## src/rtl/sprite_pkg.sv

```systemverilog
// Shared types and constants for the sprite motion engine.
package sprite_pkg;

  // Facing code driven on sel[3:2] of each channel.
  typedef enum logic [1:0] {
    DOWN  = 2'b00,
    UP    = 2'b01,
    LEFT  = 2'b10,
    RIGHT = 2'b11
  } facing_e;

  // Frame update sequencer states.
  typedef enum logic [1:0] {
    IDLE   = 2'b00,
    UPDATE = 2'b01,
    COMMIT = 2'b10
  } state_e;

  // HID usage codes for the movement keys.
  localparam logic [7:0] KEY_W = 8'h1A;
  localparam logic [7:0] KEY_A = 8'h04;
  localparam logic [7:0] KEY_S = 8'h16;
  localparam logic [7:0] KEY_D = 8'h07;

  // A key is held when either of the two reported key bytes carries its code.
  function automatic logic key_down(input logic [15:0] kc, input logic [7:0] code);
    return (kc[7:0] == code) || (kc[15:8] == code);
  endfunction

endpackage

```

## src/rtl/sprite_axis_step.sv

```systemverilog
// One-axis motion step: applies a signed velocity to a position, clamps the
// result into [0, limit] and reflects the velocity when the clamp engages.
module sprite_axis_step #(
  parameter int COORD_W = 10
) (
  input  logic [COORD_W-1:0]        pos,
  input  logic signed [COORD_W+1:0] vel,
  input  logic [COORD_W-1:0]        limit,
  output logic [COORD_W-1:0]        next_pos,
  output logic signed [COORD_W+1:0] next_vel,
  output logic                      moved
);

  // Two extra bits keep both underflow below 0 and overflow past the limit visible.
  logic signed [COORD_W+1:0] sum;

  // Next position with clamp-and-bounce; a zero velocity is the only "no move".
  // NOTE: every output of a combinational block gets a default first, so no path leaves it unassigned and no latch is inferred.
  always_comb begin
    sum      = $signed({2'b00, pos}) + vel;
    next_pos = sum[COORD_W-1:0];
    next_vel = vel;
    moved    = (vel != '0);
    if (sum[COORD_W+1]) begin
      next_pos = '0;
      next_vel = -vel;
    end else if (sum > $signed({2'b00, limit})) begin
      next_pos = limit;
      next_vel = -vel;
    end
  end

endmodule

```

## src/rtl/sprite_motion_engine.sv

```systemverilog
// Frame-synchronous motion and animation engine for N sprites. Each vsync
// falling edge walks all channels through one shared pair of axis steppers,
// then commits positions and selects together so they never disagree.
module sprite_motion_engine
  import sprite_pkg::*;
#(
  parameter int N_SPRITES   = 4,
  parameter int COORD_W     = 10,
  parameter int X_MAX       = 639,
  parameter int Y_MAX       = 479,
  parameter int SPRITE_SIZE = 16,
  parameter int STEP        = 2,
  parameter int ANIM_DIV    = 8
) (
  input  logic                           Clk,
  input  logic                           Reset_n,
  input  logic                           vs,
  input  logic [15:0]                    keycode,
  input  logic                           enable,
  output logic [N_SPRITES*COORD_W-1:0]   sprite_x,
  output logic [N_SPRITES*COORD_W-1:0]   sprite_y,
  output logic [N_SPRITES*4-1:0]         sel,
  output logic                           frame_done,
  output logic                           busy,
  output logic                           overrun
);

  localparam int CH_W  = (N_SPRITES > 1) ? $clog2(N_SPRITES) : 1;
  localparam int CNT_W = (ANIM_DIV > 1) ? $clog2(ANIM_DIV) : 1;
  localparam int VEL_W = COORD_W + 2;

  localparam logic [CH_W-1:0]          LAST_CH = CH_W'(N_SPRITES - 1);
  localparam logic [COORD_W-1:0]       X_LIM   = COORD_W'(X_MAX - SPRITE_SIZE + 1);
  localparam logic [COORD_W-1:0]       Y_LIM   = COORD_W'(Y_MAX - SPRITE_SIZE + 1);
  localparam logic signed [VEL_W-1:0]  V_POS   = VEL_W'(STEP);
  localparam logic signed [VEL_W-1:0]  V_NEG   = -V_POS;
  localparam logic [CNT_W-1:0]         CNT_TOP = CNT_W'(ANIM_DIV - 1);

  // Keyboard sprite starts roughly centred on the 640x480 screen.
  localparam int CH0_X = 312;
  localparam int CH0_Y = 232;

  // vsync synchroniser and edge detector
  logic vs_meta, vs_sync, vs_prev, tick;

  // sequencer
  state_e          state;
  logic [CH_W-1:0] ch;

  // committed per-channel state (drives the outputs)
  logic [COORD_W-1:0] pos_x [N_SPRITES];
  logic [COORD_W-1:0] pos_y [N_SPRITES];
  facing_e            face  [N_SPRITES];
  logic [1:0]         anim  [N_SPRITES];

  // internal per-channel state, not visible outside
  logic [CNT_W-1:0]   anim_cnt [N_SPRITES];
  logic               vx_neg   [N_SPRITES];
  logic               vy_neg   [N_SPRITES];

  // shadow copy built up during UPDATE
  logic [COORD_W-1:0] sh_x    [N_SPRITES];
  logic [COORD_W-1:0] sh_y    [N_SPRITES];
  facing_e            sh_face [N_SPRITES];
  logic [1:0]         sh_anim [N_SPRITES];

  // current-channel datapath
  logic [COORD_W-1:0]       cur_x, cur_y, nxt_x, nxt_y;
  logic signed [VEL_W-1:0]  cur_vx, cur_vy, nxt_vx, nxt_vy;
  logic signed [VEL_W-1:0]  key_vx, key_vy;
  logic                     key_w, key_a, key_s, key_d;
  logic                     x_moved, y_moved;
  facing_e                  cur_face, nxt_face;
  logic [1:0]               cur_anim, nxt_anim;
  logic [CNT_W-1:0]         cur_cnt, nxt_cnt;

  // Bring vs into the Clk domain and flag its 1->0 transition for one cycle.
  // NOTE: state registers use non-blocking assignments so every flop samples pre-edge values and the chain behaves as real flops.
  always_ff @(posedge Clk or negedge Reset_n) begin
    if (!Reset_n) begin
      vs_meta <= 1'b1;
      vs_sync <= 1'b1;
      vs_prev <= 1'b1;
    end else begin
      vs_meta <= vs;
      vs_sync <= vs_meta;
      vs_prev <= vs_sync;
    end
  end

  assign tick = vs_prev & ~vs_sync;

  // Select the channel under update and derive its velocity for this frame.
  always_comb begin
    cur_x    = pos_x[ch];
    cur_y    = pos_y[ch];
    cur_face = face[ch];
    cur_anim = anim[ch];
    cur_cnt  = anim_cnt[ch];

    key_w = key_down(keycode, KEY_W);
    key_a = key_down(keycode, KEY_A);
    key_s = key_down(keycode, KEY_S);
    key_d = key_down(keycode, KEY_D);

    // Opposing keys cancel on their axis; the two axes are independent.
    key_vx = '0;
    if (key_d && !key_a)      key_vx = V_POS;
    else if (key_a && !key_d) key_vx = V_NEG;
    key_vy = '0;
    if (key_s && !key_w)      key_vy = V_POS;
    else if (key_w && !key_s) key_vy = V_NEG;

    if (ch == '0) begin
      cur_vx = key_vx;
      cur_vy = key_vy;
    end else begin
      cur_vx = vx_neg[ch] ? V_NEG : V_POS;
      cur_vy = vy_neg[ch] ? V_NEG : V_POS;
    end
  end

  sprite_axis_step #(.COORD_W(COORD_W)) u_step_x (
    .pos      (cur_x),
    .vel      (cur_vx),
    .limit    (X_LIM),
    .next_pos (nxt_x),
    .next_vel (nxt_vx),
    .moved    (x_moved)
  );

  sprite_axis_step #(.COORD_W(COORD_W)) u_step_y (
    .pos      (cur_y),
    .vel      (cur_vy),
    .limit    (Y_LIM),
    .next_pos (nxt_y),
    .next_vel (nxt_vy),
    .moved    (y_moved)
  );

  // Facing and animation follow the velocity applied this frame, before any bounce.
  always_comb begin
    nxt_face = cur_face;
    if (x_moved)      nxt_face = cur_vx[VEL_W-1] ? LEFT : RIGHT;
    else if (y_moved) nxt_face = cur_vy[VEL_W-1] ? UP : DOWN;

    nxt_anim = cur_anim;
    nxt_cnt  = cur_cnt;
    if (!(x_moved || y_moved)) begin
      nxt_cnt  = '0;
      nxt_anim = '0;
    end else if (cur_cnt == CNT_TOP) begin
      nxt_cnt  = '0;
      nxt_anim = cur_anim + 2'd1;
    end else begin
      nxt_cnt = cur_cnt + CNT_W'(1);
    end
  end

  // Capture each channel's result as the iterator walks past it.
  // NOTE: the shadow needs no reset; every entry is rewritten during UPDATE before COMMIT reads it.
  always_ff @(posedge Clk) begin
    if (state == UPDATE) begin
      sh_x[ch]    <= nxt_x;
      sh_y[ch]    <= nxt_y;
      sh_face[ch] <= nxt_face;
      sh_anim[ch] <= nxt_anim;
    end
  end

  // Sequencer: IDLE waits for a tick, UPDATE walks the channels, COMMIT holds
  // the frame_done pulse. The shadow is copied out on the edge that enters
  // COMMIT, so new positions and frame_done become visible in the same cycle.
  always_ff @(posedge Clk or negedge Reset_n) begin
    if (!Reset_n) begin
      state      <= IDLE;
      ch         <= '0;
      frame_done <= 1'b0;
      busy       <= 1'b0;
      overrun    <= 1'b0;
      for (int i = 0; i < N_SPRITES; i++) begin
        pos_x[i]    <= (i == 0) ? COORD_W'(CH0_X) : COORD_W'(i * 64);
        pos_y[i]    <= (i == 0) ? COORD_W'(CH0_Y) : COORD_W'(i * 48);
        face[i]     <= DOWN;
        anim[i]     <= '0;
        anim_cnt[i] <= '0;
        vx_neg[i]   <= (i % 2 == 0);
        vy_neg[i]   <= 1'b0;
      end
    end else begin
      frame_done <= 1'b0;
      if (tick && (state != IDLE)) overrun <= 1'b1;

      case (state)
        IDLE: begin
          if (tick && enable) begin
            state <= UPDATE;
            ch    <= '0;
            busy  <= 1'b1;
          end
        end

        UPDATE: begin
          anim_cnt[ch] <= nxt_cnt;
          if (ch != '0) begin
            vx_neg[ch] <= nxt_vx[VEL_W-1];
            vy_neg[ch] <= nxt_vy[VEL_W-1];
          end
          if (ch == LAST_CH) begin
            for (int i = 0; i < N_SPRITES; i++) begin
              pos_x[i] <= sh_x[i];
              pos_y[i] <= sh_y[i];
              face[i]  <= sh_face[i];
              anim[i]  <= sh_anim[i];
            end
            // The last channel is still on the datapath; take it directly.
            pos_x[LAST_CH] <= nxt_x;
            pos_y[LAST_CH] <= nxt_y;
            face[LAST_CH]  <= nxt_face;
            anim[LAST_CH]  <= nxt_anim;
            frame_done     <= 1'b1;
            state          <= COMMIT;
          end else begin
            ch <= ch + CH_W'(1);
          end
        end

        COMMIT: begin
          state <= IDLE;
          busy  <= 1'b0;
        end

        default: begin
          state <= IDLE;
          busy  <= 1'b0;
        end
      endcase
    end
  end

  // Pack the committed per-channel registers onto the output buses.
  for (genvar g = 0; g < N_SPRITES; g++) begin : g_pack
    assign sprite_x[g*COORD_W +: COORD_W] = pos_x[g];
    assign sprite_y[g*COORD_W +: COORD_W] = pos_y[g];
    assign sel[g*4 +: 4]                  = {face[g], anim[g]};
  end

endmodule

```

## config.mk

```make
export PLATFORM = sky130hd
export DESIGN_NAME = sprite_motion_engine
export DESIGN_NICKNAME = d
export VERILOG_FILES = /design/src/rtl/sprite_pkg.sv /design/src/rtl/sprite_axis_step.sv /design/src/rtl/sprite_motion_engine.sv
export SDC_FILE = /design/constraint.sdc
export NUM_CORES = 1
export LEC_CHECK = 0
export BUFFER_PORTS_ARGS = -buffer_cell sky130_fd_sc_hd__buf_2
export CORE_UTILIZATION = 55
export DETAILED_ROUTE_END_ITERATION = 12
export GPL_TIMING_DRIVEN = 1
export PLACE_DENSITY = 0.76
export SLEW_MARGIN = 20
export SYNTH_ARGS = -nofsm -noshare
export SYNTH_HDL_FRONTEND = slang
export SYNTH_HIERARCHICAL = 1
export SYNTH_SLANG_ARGS = --single-unit
```

## constraint.sdc

```tcl
create_clock -name Clk -period 17.1 [get_ports Clk]
set_input_delay 0.855 -clock Clk [delete_from_list [all_inputs] [get_ports Clk]]
set_output_delay 0.855 -clock Clk [all_outputs]
set_load 0.02 [all_outputs]
```

==> run summary <==
Share of cells above drive strength 1: 21.0%
# hold bufs at CTS: 0
Routed len/inst: 17.0 um
Core footprint: 17400 um2
Die area: 18500 um2
Routed via count: 7107
Antenna Cells: 0
# H-tree levels: 4
Post-DR vias/cell: 5.39
Buffers on Ports: 118
Largest net degree at the start of global routing: 67
Total Wirelength: 22400 um
Slew margin rel.: 41.0%
Bufs on Longest Clock Path: 2
Final ANT Viol Nets: 0
Startpoint types: primary input
CTS tree: done
Outcome: finished, final reports clean
Fin Setup TNS: 0 ps
Nets: 1152
Die span in x: 136 um
Reg-to-Reg Start: ch[0]
Max Cap Violations: 0
Number of clock sinks: 198
Final core utilization: 65.2%
FILL cells: 1379
Vias in the first global route: 7074
Most common cell after layout, fill and taps aside: nand2_1
Crit-path max FO: 26
Fmax achieved: 0.168 GHz
Critical Path End: sh_y[2][1]
Die Height: 136 um
Starting Density: 56.8%
Area grow syn2layout: 14.7%
R2R setup slack: 11390 ps
Hold Fails Final Rpt: 0
# rows: 48
Syn_area_per_cell: 10.7 um2
Worst hold path class: reg2reg
Final setup violation count: 0
Total global-route track usage: 26.0%
Critical path endpoint category: flip-flop
Synthesized area: 9900 um2
Most frequent cells in the layout: 322 x nand2_1, 117 x buf_2, 102 x dfrtp_1, 72 x edfxtp_1, 50 x ha_1
DRC: 0
Final min period: 5960 ps
Total gr overflow: 0
Required @ worst endpoint: 17250 ps
Worst Path Arrival: 6110 ps
Setup bufs post-CTS: 0
Routability congestion estimate: 0.879
Post-DP HPWL: 15000 um
Reg clk slew, reported paths: 70 ps
Initial DRC count: 544
Root buffer cell: clkbuf_16
Total CTS buffers: 17
Tcrit/Tclk final: 34.8%
Worst Setup SP: keycode[5]
Final std cells w/o fill: 1318
RSZ-0062 raised after global routing: false
Worst slew pin tran: 884 ps
Final Skew: 10.2 ps
First-pass GRT wire length: 36300 um
Initial antenna violation count: 0
Mapped Cells: 929
Slew Limit Fails: 0
R2r worst-path depth: 17
Worst r2r dst: sh_y[2][1]
Cell Area, Placed: 10800 um2
Gates resized, CTS repair: 0
Top Ports: 119
Fin area: 11300 um2
CP Class: in2reg
Yosys warning count: 6
Later-pin clock latency in the skew report: 430 ps
DR pass1 iterations: 5
Placed cells: 1286
## area by class of cell
type	count	area, um2	share of cell area [%]
clock inverter	9	71.3	0.628
sequential	198	5350	47.1
timing repair buffer	126	653	5.76
tap	225	282	2.48
clock buffer	23	458	4.04
multi-input combinational	693	4370	38.5
inverter	44	165	1.46
## how the worst min path moves through the flow
| stage | cells after the start | slack [ps] | endpoint | startpoint |
|---|---|---|---|---|
| final | 0 | 370 | vx_neg[3] | vx_neg[3] |
| after global routing | 0 | 370 | vs_sync | vs_meta |
| after CTS | 0 | 370 | vx_neg[3] | vx_neg[3] |
| after detailed placement | 0 | 360 | vs_sync | vs_meta |
| after global placement | 0 | 350 | vs_sync | vs_meta |
| after floorplan | 0 | 350 | vs_sync | vs_meta |
## registers in the layout, summed over array words and instances, names as in the netlist
signal	cells
anim_cnt	12
busy	1
ch	2
frame_done	1
overrun	1
sel	16
sh_anim	6
sh_face	6
sh_x	30
sh_y	30
sprite_x	40
sprite_y	40
state	2
vs_meta	1
vs_prev	1
vs_sync	1
vx_neg	4
vy_neg	4
## per-layer routing
metal  share of wire (%)  wire length (um)  up-vias  track usage [%]
li1                    -                 -     3417                -
met1                  45             10000     3510             34.6
met2                  50             11300      144             43.4
met3                 2.8               637       36             3.02
met4                 2.3               512        0             10.1
met5                   0                 0        -                0
## critical path, stage by stage
cell and delay, ps:
buf_2 90, or3_1 380, nor3_1 270, nand3b_1 110, nand2_1 90, ha_1 150
nor2b_1 50, a21oi_1 190, and2_1 720, ha_1 440, a21o_1 240, o21a_2 230
o211a_1 240, mux2i_1 140, nand3_1 110, ha_1 210, a211oi_1 210, o21ai_0 160
a211oi_1 230, o32a_2 410, nor2_1 70, a211oi_1 510
## metrics by stage
step | hold slack (ps) | worst slack [ps]
floorplan | 345 | 11640
global placement | 346 | 10790
detailed placement | 356 | 10780
CTS | 369 | 11190
global route | 372 | 10680
finish | 369 | 11140
Power is left out: the tool's default activity adds up to more than one toggle a clock period on the data nets, which glitch-free logic cannot reach.
